`config.mk`:
```
export PLATFORM = sky130hd
export DESIGN_NAME = keypad_scanner
export DESIGN_NICKNAME = d
export VERILOG_FILES = /design/src/rtl/keypad_scanner.sv
export SDC_FILE = /design/constraint.sdc
export NUM_CORES = 1
export LEC_CHECK = 0
export CAP_MARGIN = 5
export CORE_MARGIN = 3
export CORE_UTILIZATION = 50
export CTS_CLUSTER_SIZE = 14
export DETAILED_ROUTE_END_ITERATION = 6
export PLACE_DENSITY = 0.73
export SYNTH_ARGS = -nofsm -noshare
export SYNTH_HDL_FRONTEND = slang
export SYNTH_SLANG_ARGS = --single-unit
```
`constraint.sdc`:
```
create_clock -name clk -period 6.2 [get_ports clk]
set_input_delay 0.62 -clock clk [delete_from_list [all_inputs] [get_ports clk]]
set_output_delay 0.62 -clock clk [all_outputs]
set_load 0.05 [all_outputs]
```
`src/rtl/keypad_scanner.sv`:
```
// 4x4 column-multiplexed keypad reader: scans columns, debounces whole-scan results,
// rejects ghost/multi-press. Define KEYPAD_SCANNER_AUTOREPEAT_EN for held-key auto-repeat.
module keypad_scanner #(
    parameter int unsigned SETTLE_CYCLES  = 1000,
    parameter int unsigned DEBOUNCE_SCANS = 4,
    parameter int unsigned REPEAT_SCANS   = 64
) (
    input  logic       clk,
    input  logic       reset,
    input  logic [3:0] row,
    output logic [3:0] col,
    output logic [3:0] key_code,
    output logic       key_valid,
    output logic       key_held
);
    localparam int unsigned DW = (SETTLE_CYCLES > 1) ? $clog2(SETTLE_CYCLES) : 1;
    localparam int unsigned SW = $clog2(DEBOUNCE_SCANS + 1);
    localparam logic [4:0]  NONE = 5'b0_0000;

    if (SETTLE_CYCLES < 4 || DEBOUNCE_SCANS == 0 || REPEAT_SCANS == 0) begin : g_param_check
        $error("keypad_scanner: parameter out of range");
    end

    logic [3:0]    row_s1_q, row_s2_q;
    logic [DW-1:0] dwell_q, dwell_d;
    logic [1:0]    col_idx_q, col_idx_d;
    logic [3:0]    col_q, col_d;
    logic [1:0]    acc_cnt_q, acc_cnt_d;
    logic [3:0]    acc_code_q, acc_code_d;
    logic          scan_done_q, scan_done_d;
    logic [4:0]    prev_q, prev_d;      // {is_key, code}; NONE is all zero
    logic [SW-1:0] stable_q, stable_d;
    logic [3:0]    key_code_q, key_code_d;
    logic          key_valid_q, key_valid_d;
    logic          key_held_q, key_held_d;

    logic          sample_c;
    logic [1:0]    cnt_c;
    logic [3:0]    code_c;
    logic [4:0]    scan_res_c;
    logic          accept_c;

`ifdef KEYPAD_SCANNER_AUTOREPEAT_EN
    localparam int unsigned RW = (REPEAT_SCANS > 1) ? $clog2(REPEAT_SCANS) : 1;
    logic [RW-1:0] rep_q, rep_d;
`endif

    // Scan sequencing, per-scan accumulation, debounce and acceptance
    always_comb begin
        dwell_d     = dwell_q + DW'(1);
        col_idx_d   = col_idx_q;
        col_d       = col_q;
        acc_cnt_d   = acc_cnt_q;
        acc_code_d  = acc_code_q;
        scan_done_d = 1'b0;
        prev_d      = prev_q;
        stable_d    = stable_q;
        key_code_d  = key_code_q;
        key_valid_d = 1'b0;
        key_held_d  = key_held_q;
        scan_res_c  = NONE;
        sample_c    = (dwell_q == DW'(SETTLE_CYCLES - 1));

        cnt_c  = acc_cnt_q;
        code_c = acc_code_q;
        for (int r = 0; r < 4; r++) begin
            if (!row_s2_q[r]) begin
                cnt_c  = (cnt_c == 2'd2) ? 2'd2 : cnt_c + 2'd1;
                code_c = {2'(r), col_idx_q};
            end
        end

        if (sample_c) begin
            dwell_d   = '0;
            col_idx_d = col_idx_q + 2'd1;
            col_d     = {col_q[2:0], col_q[3]};
            if (col_idx_q == 2'd3) begin
                acc_cnt_d   = '0;
                acc_code_d  = '0;
                scan_done_d = 1'b1;
                scan_res_c  = (cnt_c == 2'd1) ? {1'b1, code_c} : NONE;
                prev_d      = scan_res_c;
                if (scan_res_c == prev_q)
                    stable_d = (stable_q == SW'(DEBOUNCE_SCANS)) ? stable_q : stable_q + SW'(1);
                else
                    stable_d = SW'(1);
            end else begin
                acc_cnt_d  = cnt_c;
                acc_code_d = code_c;
            end
        end

        // Accept only a stable result that differs from the current accepted state
        accept_c = scan_done_q && (stable_q == SW'(DEBOUNCE_SCANS)) &&
                   ((prev_q[4] != key_held_q) || (prev_q[4] && (prev_q[3:0] != key_code_q)));
        if (accept_c) begin
            key_held_d = prev_q[4];
            if (prev_q[4]) begin
                key_code_d  = prev_q[3:0];
                key_valid_d = 1'b1;
            end
        end

`ifdef KEYPAD_SCANNER_AUTOREPEAT_EN
        rep_d = rep_q;
        if (scan_done_q) begin
            if (accept_c || !key_held_q) begin
                rep_d = '0;
            end else if (rep_q == RW'(REPEAT_SCANS - 1)) begin
                rep_d       = '0;
                key_valid_d = 1'b1;
            end else begin
                rep_d = rep_q + RW'(1);
            end
        end
`endif
    end

    always_ff @(posedge clk or posedge reset) begin
        if (reset) begin
            row_s1_q    <= 4'b1111;
            row_s2_q    <= 4'b1111;
            dwell_q     <= '0;
            col_idx_q   <= '0;
            col_q       <= 4'b1110;
            acc_cnt_q   <= '0;
            acc_code_q  <= '0;
            scan_done_q <= 1'b0;
            prev_q      <= NONE;
            stable_q    <= '0;
            key_code_q  <= '0;
            key_valid_q <= 1'b0;
            key_held_q  <= 1'b0;
`ifdef KEYPAD_SCANNER_AUTOREPEAT_EN
            rep_q       <= '0;
`endif
        end else begin
            row_s1_q    <= row;
            row_s2_q    <= row_s1_q;
            dwell_q     <= dwell_d;
            col_idx_q   <= col_idx_d;
            col_q       <= col_d;
            acc_cnt_q   <= acc_cnt_d;
            acc_code_q  <= acc_code_d;
            scan_done_q <= scan_done_d;
            prev_q      <= prev_d;
            stable_q    <= stable_d;
            key_code_q  <= key_code_d;
            key_valid_q <= key_valid_d;
            key_held_q  <= key_held_d;
`ifdef KEYPAD_SCANNER_AUTOREPEAT_EN
            rep_q       <= rep_d;
`endif
        end
    end

    assign col       = col_q;
    assign key_code  = key_code_q;
    assign key_valid = key_valid_q;
    assign key_held  = key_held_q;

endmodule

```
### Yosys cells after proc, flatten, opt, wreduce, memory -nomap -nowiden

Index checks and enable logic that the tools add are counted.

| word-level totals | value |
|---|---|
| register bits after elaboration | 45 |
| output and inout bits | 10 |

| cells by class | value |
|---|---|
| equality and inequality tests | 12 |
| add/sub/neg operators | 7 |
| multiplexer cells | 22 |
| reduce and logical (&&, ||, !) cells | 7 |

Operators with widths:

| kind | number |
|---|---|
| 2-to-1 mux 4 bit | 5 |
| 2-to-1 mux 2 bit | 9 |
| adder 10 x 1 -> 10 bit, second input constant | 1 |
| adder 2 x 1 -> 2 bit, second input constant | 5 |
| equality test 10 bit, second input constant | 1 |
| equality test 2 bit, second input constant | 5 |
| 2-to-1 mux 10 bit | 1 |
| 2-to-1 mux 3 bit | 2 |
| equality test 5 bit | 1 |
| 2-to-1 mux 5 bit | 1 |
| 2-to-1 mux 1 bit | 4 |
| != test 4 bit | 1 |
| AND reduction 2 bit | 2 |
| adder 3 x 1 -> 3 bit, second input constant | 1 |
| equality test 3 bit, second input constant | 1 |
| logical AND 1 bit | 3 |
| AND reduction 3 bit | 1 |
| equality test 2 x 1 -> 1 bit, second input constant | 1 |
| != test 2 bit, second input constant | 1 |
| logical OR 1 bit | 1 |
| != test 1 bit | 1 |

### Depth between registers and ports, before layout

| logic depth | value |
|---|---|
| depth in word-level cells | 17 |
| depth in mapped cells | 13 |

### Worst setup path before layout

OpenSTA, ideal clock, no wires.

| path | value |
|---|---|
| path type | flip-flop to flip-flop |
| start | register acc_cnt_q[0] |
| end | register stable_q[0] |
| setup slack | 3.430 ns |
| data arrival time | 2.639 ns |
| stages on the path, launching flop included | 12 |
| period minus slack after synthesis | 2.770 ns |
| data required time | 6.069 ns |
| library setup time | 0.131 ns |
| path through | dfrtp_1 inv_2 ha_1 or3_1 nand4_1 o211ai_1 ha_1 nor3b_1 or4_1 o211ai_1 mux2i_1 or3_1 |

| between the ends | value |
|---|---|
| cells in the longest elaborated chain, start to end | 17 |

Ends and longest elaborated chain:

| what | RTL line | source |
|---|---|---|
| start, declared | 28 | `logic [1:0] acc_cnt_q, acc_cnt_d;` |
| start signal, assigned | 143 | `acc_cnt_q <= acc_cnt_d;` |
| adder 2 x 1 -> 2 bit or equality test 2 bit (tied branches) | 68 | `cnt_c = (cnt_c == 2'd2) ? 2'd2 : cnt_c + 2'd1;` |
| 2-to-1 mux 2 bit | 68 |  |
| 2-to-1 mux 2 bit * | 67 | `if (!row_s2_q[r]) begin` |
| adder 2 x 1 -> 2 bit or equality test 2 bit (tied branches) | 68 |  |
| 2-to-1 mux 2 bit | 68 |  |
| 2-to-1 mux 2 bit * | 67 |  |
| adder 2 x 1 -> 2 bit or equality test 2 bit (tied branches) | 68 |  |
| 2-to-1 mux 2 bit | 68 |  |
| 2-to-1 mux 2 bit * | 67 |  |
| adder 2 x 1 -> 2 bit or equality test 2 bit (tied branches) | 68 |  |
| 2-to-1 mux 2 bit | 68 |  |
| 2-to-1 mux 2 bit * | 67 |  |
| equality test 2 x 1 -> 1 bit * | 81 | `scan_res_c = (cnt_c == 2'd1) ? {1'b1, code_c} : NONE;` |
| 2-to-1 mux 5 bit * | 81 |  |
| equality test 5 bit * | 83 | `if (scan_res_c == prev_q)` |
| != test 2 bit (no source line) | n/a |  |
| AND reduction 3 bit (no source line) | n/a |  |
| end signal, assigned | 147 | `stable_q <= stable_d;` |
| end, declared | 32 | `logic [SW-1:0] stable_q, stable_d;` |

Mark *: on every way between the ends. The rest lies on a longest branch, timed or not.
A chain may end at the register's enable or synchronous reset.

### Final worst setup path

Ends and elaborated chain as after synthesis.

==> reports/results.ini <==
[layout]
area_growth_pct=11.8
multi_input_area_um2=1120
fillers=390
regArea_um2=1140
final_common_cell=dfrtp_1
antenna_cells=0
fin_nets=253
drive_above_1_share=0.162
final_cell_mix=dfrtp_1 (34), nand2_1 (33), clkdlybuf4s50_1 (15)

[critical_path]
worstPathMaxFanout=5
r2r_start=acc_cnt_q[0]
worst-setup-path-type=reg2reg
worstPathArrival_ns=3.15
worstPathRequired_ns=6.38
worstSetupStartpointType=register
end_kind=register
worstSetupStartpoint=acc_cnt_q[0]

[floorplanning]
design.die.area_um2=5520
core-area_um2=4440
ios=16
die_w_um=74.3
die_y_um=74.3
rows=24
initial_core_util=0.525

[power_and_ir_drop]
switching_share=0.233
power.total_uw=507
peakVddDrop_mv=0.127
cellLeakagePower_nw=1.21
power_switching_uw=118
clkPwrFrac=0.351
p_int_uw=389
pwr-share-comb=0.051
pwr-share-seq=0.598
power_density_nw_per_um2=194

[synthesis]
ys_types=55
synth_seq_cells=45
synth-edff-count=0
synthMuxAreaShare=0.0418
syn_area_um2=2330
avgSynthCellArea_um2=10.4
synthAdderAreaFrac=0.0424
synth_compound_area_frac=0.138
synth_flop_cell=dfrtp_1
netlist_instances=224
yosysSeqAreaShare=0.488
synth-xor-area-share=0.0488
syn-num-nets=237
synth_top_family_by_area=simple AND/OR/NAND/NOR gates
async_reset_ff_frac=1.00
synth-simple-area-share=0.209
ys_warn_count=0

[clocking]
cts_buffers=5
cts_tree=yes
insertion_delay_ns=0.30
cts_root_buf=clkbuf_8
cts.sinks=45
hold_buffers=0
post_cts_buffers=0
htreeDepth=2
path_clk_slew_ns=0.08
ctsLongestPathBuffers=2
ctsResizeCount=0

[drt]
drt_wl_total_um=4130
viasPerCell=5.72
remaining_drc_errors=0
drt-pass1-iter-count=4
ant_nets=0
drtIter0Drc=54
wl_per_cell_um=14.1
vias=1677

[timing]
hold_viol=0
finalSetupTns_ns=0
tightest_slew_ns=0.826
timing.final.crit_share=0.479
max_freq_mhz=336
rsz0062_at_grt=false
slew_violations=0
relSlewSlack=0.445
finalSetupViolations=0
skew_ns=0.00854
period_minus_slack_ns=2.97

[global_route]
track_usage=0.178
overflow=0
grt_pass1_vias=1724
grt_max_degree=46
grt_pass1_wl_um=7550
antenna_found_initial=0

[placement]
gp_congestion=0.886
dp_hpwl_um=2950
io_buffers=15

[hold_path]
min_from=row_s1_q[3]
worstHoldPathType=reg2reg

[job]
maxCapViolCount=0

[status]
outcome=finished, final reports clean

power groups by stage:
stage               Sequential [mW]  Combinational (mW)  Clock (mW)
floorplan                     0.304              0.0223           0
global placement              0.308              0.0257           0
detailed placement            0.308              0.0262           0
CTS                           0.303              0.0265       0.187
global route                  0.304              0.0294       0.199
finish                        0.303              0.0259       0.178
Yosys cell counts, types with 3 or more instances:
cell type  number  area (um^2)
dfrtp_1        34          851
nand2_1        33          124
nor2_1         12         45.0
dfstp_2        11          289
o21ai_0         9         45.0
inv_1           8         30.0
nand3_1         8         40.0
xor2_1          8         70.1
ha_1            7         87.6
mux2_2          6         67.6
nand2b_1        5         31.3
nor3_1          5         25.0
xnor2_1         5         43.8
a21o_1          4         30.0
a22o_1          4         35.0
nand4_1         4         25.0
a21oi_1         3         15.0
clkbuf_1        3         11.3
mux2i_1         3         30.0
nand4b_1        3         26.3
nor2b_1         3         18.8
o211ai_1        3         22.5
o31ai_1         3         22.5
per-stage QoR:
| step | hold slack (ns) | instance area [um^2] | setup WS, ns | utilization | instances |
|---|---|---|---|---|---|
| final | 0.358 | 2610 | 3.23 | 0.587 | 293 |
| after global routing | 0.363 | 2610 | 2.95 | 0.587 | 293 |
| after CTS | 0.359 | 2610 | 3.22 | 0.587 | 293 |
| after detailed placement | 0.348 | 2520 | 3.26 | 0.567 | 285 |
| after global placement | 0.347 | 2520 | 3.34 | 0.567 | 285 |
| after floorplan | 0.345 | 2330 | 3.43 | - | 224 |
layout make-up:
class,instances,area share
flip-flops and latches,45,0.437
clock buffers,5,0.0264
clock inverters,3,0.00815
inverters,10,0.0144
repair buffers,16,0.0604
well taps,52,0.0249
multi-input cells,162,0.429
critical path: stages (launching register included):
cell	delay, ns
dfrtp_1	0.42
inv_2	0.08
ha_1	0.35
or3_1	0.35
nand4_1	0.14
o211ai_1	0.13
ha_1	0.25
nor3b_1	0.15
nor3_1	0.26
nand2_1	0.08
o21ai_0	0.19
a221oi_2	0.07
or3_1	0.38
routing by layer:
metal	global-route usage	up-vias	part of all wire
li1	-	837	-
met1	0.236	813	0.48
met2	0.281	21	0.48
met3	0.0527	6	0.027
met4	0.0573	0	0.015
met5	0	-	0
cell families (layout without fill, tap and decap cells):
logic type | after synthesis | count (layout)
AOI/OAI and AO/OA | 41 | 41
xor gates and xnor gates | 13 | 13
adders and majority gates | 8 | 8
buffers and inverters | 17 | 34
DFF | 45 | 45
muxes | 9 | 9
and+or+nand+nor | 91 | 91
sequential cells by signal, summed over array words and instances (netlist names):
name	flops
acc_cnt_q	2
acc_code_q	4
col	4
col_idx_q	2
dwell_q	10
key_code	4
key_held	1
key_valid	1
prev_q	5
row_s1_q	4
row_s2_q	4
scan_done_q	1
stable_q	3
worst paths after layout:
path	end	cells after the start	slack, ns
max	stable_q[0]	12	3.23
min	row_s2_q[3]	0	0.36
max reg2reg	stable_q[0]	12	3.23
min reg2reg	row_s2_q[3]	0	0.36
max in group asynchronous	row_s1_q[3]	3	5.08
min in group asynchronous	dwell_q[2]	3	0.74
Power figures use the tool's default switching activity.
==> RTL edit 1, RTL diff (same flow settings) <==
Build with the macro `KEYPAD_SCANNER_AUTOREPEAT_EN` defined.
--- a/src/rtl/keypad_scanner.sv
+++ b/src/rtl/keypad_scanner.sv
@@ -2,2 +2,4 @@
 // rejects ghost/multi-press. Define KEYPAD_SCANNER_AUTOREPEAT_EN for held-key auto-repeat.
+`define KEYPAD_SCANNER_AUTOREPEAT_EN
+
 module keypad_scanner #(
Behaviour: same outputs for any inputs over 10 cycles, from zero or initial values and one cycle with reset high; that may be too few to reach the edited logic, so the function may still have changed.
==> RTL edit 1 against the original RTL <==
Power grew 10%. Sequential cell count grew 6. Maximum frequency shrank 8.5%. Wire length grew 17%. Worst setup slack lost 0.27 ns. Area after synthesis grew 17%. Largest power group unchanged. First-iteration DRC count grew 11%. Critical path depth is the same. Cell area grew 15%.
==> RTL edit 1: results (changes against the original RTL) <==
* Status: complete, no violations
* Worst slew pin tran at 1.02 ns (+0.191 ns)
* Leading area contributor after synthesis: dfrtp_1
* Largest net degree at the start of global routing at 52 (+13%)
* Pleak at 0.00136 uW (+13%)
* Main area contributors after synthesis: dfrtp_1, dfstp_2, nand2_1
* Fin Clk Skew at 0.0110 ns (+0.00245 ns)
* Sequential area share after synthesis at 47.3% (-1.5 points)
* Final HPWL DP at 3.44 mm (+16%)
* Post-synth EDFFs at 0 (unchanged)
* Post-Syn Instances at 267 (+19%)
* Synth Warn # at 0 (unchanged)
* CP max FO at 7 (+2)
* Worst Hold Slack at 0.358 ns (-0.000240 ns)
* Initial DRC count at 60 (+11%)
* Worst stage delay on the critical path at 0.52 ns (+0.10 ns)
* Final Hold Viols at 0 (unchanged)
* Layout cells sized above 1 at 12.8% (-3.4 points)
* Antenna fix cells at 0 (unchanged)
* Clock tree buffer depth at 2 (unchanged)
* Clock slew at reported path FFs at 0.08 ns (about the same)
* Antenna violations before repair at 0 (unchanged)
* Crit path from: acc_cnt_q[0]
* Fraction of synthesis flops using an asynchronous set or reset pin at 100% (unchanged)
* Wirelength per Cell at 13.8 um (-2.3%)
* Peak VDD IR at 0.160 mV (+26%)
* Crit path DAT at 3.45 ns (+0.30 ns)
* Cell variety after synth at 58 (+5.5%)
* Vias in the first global route at 1858 (+7.8%)
* Routed WL at 4.84 mm (+17%)
* Commonest cells in the netlist: nand2_1, dfrtp_1, nor2_1
* Root buffer cell: clkbuf_8
* Tot GR Track Use at 16.4% (-1.3 points)
* CTS resizes at 0 (unchanged)
* First-pass detailed-route iteration total at 4 (unchanged)
* Worst hold start: row_s1_q[3]
* Post-Syn Nets at 281 (+19%)
* First-pass GRT wire length at 8.24 mm (+9.1%)
* Placed cell count at 343 (+20%)
* Top flop regs: dwell_q: 10 flops, rep_q: 6 flops, prev_q: 5 flops
* R2R setup slack at 2.95 ns (-0.27 ns)
* Vias/cell at 5.46 (-4.6%)
* Hold Path Class: reg -> reg
* Max_cap viols at 0 (unchanged)
* Placed inst area at 2910 sq um (+16%)
* Final net count at 294 (+16%)
* CP max stage cell: mux4_2
* Routability cong. at 0.809 (-8.8%)
* # hold bufs at CTS at 0 (unchanged)
## RTL edit 1: cell families after synthesis
family	synth area share, %
xor gates and xnor gates	5.14
and+or+nand+nor	20.0
buffers and inverters	3.72
DFF	47.3
adders and majority gates	3.67
muxes	5.23
AOI/OAI and AO/OA	14.9
## RTL edit 1: area by class of cell
cell class              instances  area (sq um)
multi-input cells             193          1330
flip-flops and latches         51          1290
well taps                      70          87.6
clock buffers                   7          76.3
fillers                       443          2210
repair buffers                 15           150
clock inverters                 1          5.00
inverters                      14          52.6
## RTL edit 1: per-stage QoR
stage	worst slack [ns]	power, uW	utilization [%]
finish	2.95	558	57.5
global route	2.68	583	57.5
CTS	2.96	564	57.5
detailed placement	2.99	386	56.0
global placement	3.10	385	56.0
floorplan	3.27	377	-
## RTL edit 1: layer usage
| metal | vias to the layer above | global-route usage, % | part of all wire, % | wire length [um] |
|---|---|---|---|---|
| li1 | 967 | - | - | - |
| met1 | 931 | 21.6 | 49 | 2380 |
| met2 | 16 | 27.3 | 48 | 2320 |
| met3 | 2 | 3.72 | 2.2 | 105 |
| met4 | 0 | 4.56 | 0.56 | 27 |
| met5 | - | 0 | 0 | 0 |
## RTL edit 1: critical path: cells and delay by family (launching register included)
| family | cells | cell delay (ns) |
|---|---|---|
| muxes | 1 | 0.52 |
| AOI/OAI and AO/OA | 6 | 1.18 |
| DFF | 1 | 0.45 |
| adders and majority gates | 2 | 0.58 |
| and+or+nand+nor | 2 | 0.32 |
| buffers and inverters | 1 | 0.10 |
## RTL edit 1: power by group
part	total (uW)	internal (uW)	switching [uW]
clock network	179	79.4	99.2
registers	343	337	5.29
logic	36.6	14.6	22.0
## RTL edit 1: path summary, 6_finish.rpt
kind	endpoint	depth (start not counted)
setup / recovery	stable_q[2]	12
setup reg to reg	stable_q[2]	12
hold / removal	row_s2_q[3]	0
hold reg to reg	row_s2_q[3]	0
max in group asynchronous	acc_code_q[2]	2
min in group asynchronous	key_code[1]	2
==> RTL edit 2, RTL diff (config.mk and constraints unchanged) <==
Made on the original files. `key_code_q` no longer has a reset.
--- a/src/rtl/keypad_scanner.sv
+++ b/src/rtl/keypad_scanner.sv
@@ -130,3 +130,2 @@
             stable_q    <= '0;
-            key_code_q  <= '0;
             key_valid_q <= 1'b0;
@@ -147,3 +146,2 @@
             stable_q    <= stable_d;
-            key_code_q  <= key_code_d;
             key_valid_q <= key_valid_d;
@@ -154,2 +152,6 @@
         end
+    end
+
+    always_ff @(posedge clk) begin
+        key_code_q <= key_code_d;
     end
Check against the original RTL: no difference found for any inputs over 10 cycles, from zero or initial values and one cycle with reset high; that may be too few to reach the edited logic, so the function may still have changed.
==> RTL edit 2 against the original RTL <==
Maximum frequency down 6.5%. Largest cell class unchanged. Largest power group unchanged. Worst setup slack worse by 0.21 ns. Wire length down 7.7%. Power up 1.3%. Sequential share of layout area up 2.6 points. Via count down 4.2%. Cell area down 3.9%. Sequential cell count unchanged. Area after synthesis down 4.1%. Cell count down 3.1%. Critical endpoint unchanged. First-iteration DRC count up 83%. Clock skew up 0.0015 ns.
==> RTL edit 2: results (changes against the original RTL) <==
* Status: complete, no violations
* Routed met3 length at 137 um (+23%)
* Worst reg2reg path depth at 11 (-1)
* Worst skew pair latency at 0.30 ns (about the same)
* R2R setup slack at 3.02 ns (-0.21 ns)
* Reg2reg start: acc_cnt_q[0]
* Vias in the first global route at 1545 (-10%)
* Fraction of synthesis flops using an asynchronous set or reset pin at 91.1% (-8.9 points)
* Tot GR Track Use at 16.6% (-1.2 points)
* Clock slew at reported path FFs at 0.08 ns (about the same)
* Wirelength per Cell at 13.4 um (-4.8%)
* Sequential area share after synthesis at 51.8% (+3.0 points)
* Pleak at 0.00113 uW (-6.6%)
* Peak VDD IR at 0.151 mV (+19%)
* Fillcell total at 364 (-6.7%)
* Post-Route M1 WL at 1.83 mm (-7.5%)
* Slew HR at 39.1% (-5.4 points)
* Post-Syn Instances at 218 (-2.7%)
* Largest net degree at the start of global routing at 42 (-8.7%)
* Main area contributors after synthesis: dfrtp_1, dfstp_2, nand2_1
* Crit path DAT at 3.36 ns (+0.21 ns)
* First-pass GRT wire length at 6.82 mm (-9.6%)
* Post-synth EDFFs at 4 (+4)
* Final HPWL DP at 2.70 mm (-8.4%)
* Cell variety after synth at 53 (-3.6%)
* R2r endpoint: stable_q[0]
* Commonest cells in the netlist: nand2_1, dfrtp_1, nor2_1
* Fin Clk Skew at 0.0101 ns (+0.00152 ns)
* DR WL met2 at 1.78 mm (-10%)
* Final net count at 246 (-2.8%)
* Placed cell count at 276 (-3.2%)
* Routability cong. at 0.852 (-3.9%)
* Routed WL at 3.81 mm (-7.7%)
* Clock tree buffer depth at 2 (unchanged)
* Hold path endpoint: row_s2_q[3]
* Initial DRC count at 99 (+83%)
* Layout cells sized above 1 at 9.83% (-6.4 points)
* Worst Hold Slack at 0.344 ns (-0.0141 ns)
* CP max FO at 7 (+2)
* Vias/cell at 5.66 (-1.1%)
* Post-Syn Nets at 231 (-2.5%)
-- RTL edit 2: cell count changes after synthesis, sizes merged, moves of 3 or more --
cell / unedited run / this run
dfrtp: 34 / 30
edfxtp: 0 / 4
mux2: 6 / 2
nand2b: 5 / 1
nor2: 12 / 15
-- RTL edit 2: final cells by class --
| type | instances | area (sq um) | area share (%) |
|---|---|---|---|
| clock buffer | 8 | 90.1 | 3.59 |
| inverter | 9 | 33.8 | 1.35 |
| multi-input combinational | 156 | 1000 | 40.0 |
| sequential | 45 | 1160 | 46.2 |
| tap | 50 | 62.6 | 2.49 |
| timing repair buffer | 16 | 158 | 6.28 |
-- RTL edit 2: cells by family after synthesis --
kind of cell	count (synthesis)	synth area share, %
multiplexers	4	2.07
AO/OA/AOI/OAI	41	13.2
flip-flops	45	51.8
XOR/XNOR	14	5.48
buffers and inverters	17	3.30
AND/OR/NAND/NOR	90	20.2
adder cells (fa/ha/maj)	7	3.91
-- RTL edit 2: worst max-delay path by stage --
stage	endpoint	cells past startpoint
3_5_place_dp	stable_q[0]	11
2_1_floorplan	stable_q[0]	11
3_3_place_gp	stable_q[0]	11
5_1_grt	stable_q[2]	11
6_report	stable_q[0]	11
4_1_cts	stable_q[0]	11
-- RTL edit 2: worst max-delay path, cell delays in order, from the launching register on --
cell      delay [ns]
dfrtp_1         0.43
inv_1           0.10
ha_1            0.36
and4bb_1        0.21
a311oi_1        0.24
a211o_1         0.23
ha_1            0.27
nor3b_1         0.33
and3_1          0.21
a211oi_1        0.06
mux2_4          0.28
or3_1           0.34
-- RTL edit 2: where the power goes --
group	switching, uW	leakage, uW	total, uW	internal [uW]
registers	4.63	0.000547	306	302
logic	13.6	0.000533	23.8	10.2
clock network	92.5	0.0000455	183	90.9
-- RTL edit 2: metal layers --
metal / track usage (%) / vias to the layer above
met5: 0 / -
met4: 6.15 / 0
met3: 4.13 / 6
met2: 27.8 / 28
met1: 20.8 / 766
li1: - / 807
-- RTL edit 2: through the flow --
stage / utilization [%] / area (sq um) / setup slack (ns)
finish: 60.5 / 2510 / 3.02
global route: 60.5 / 2510 / 2.74
CTS: 60.5 / 2510 / 3.01
detailed placement: 58.4 / 2420 / 3.01
global placement: 58.4 / 2420 / 3.11
floorplan: - / 2240 / 3.27
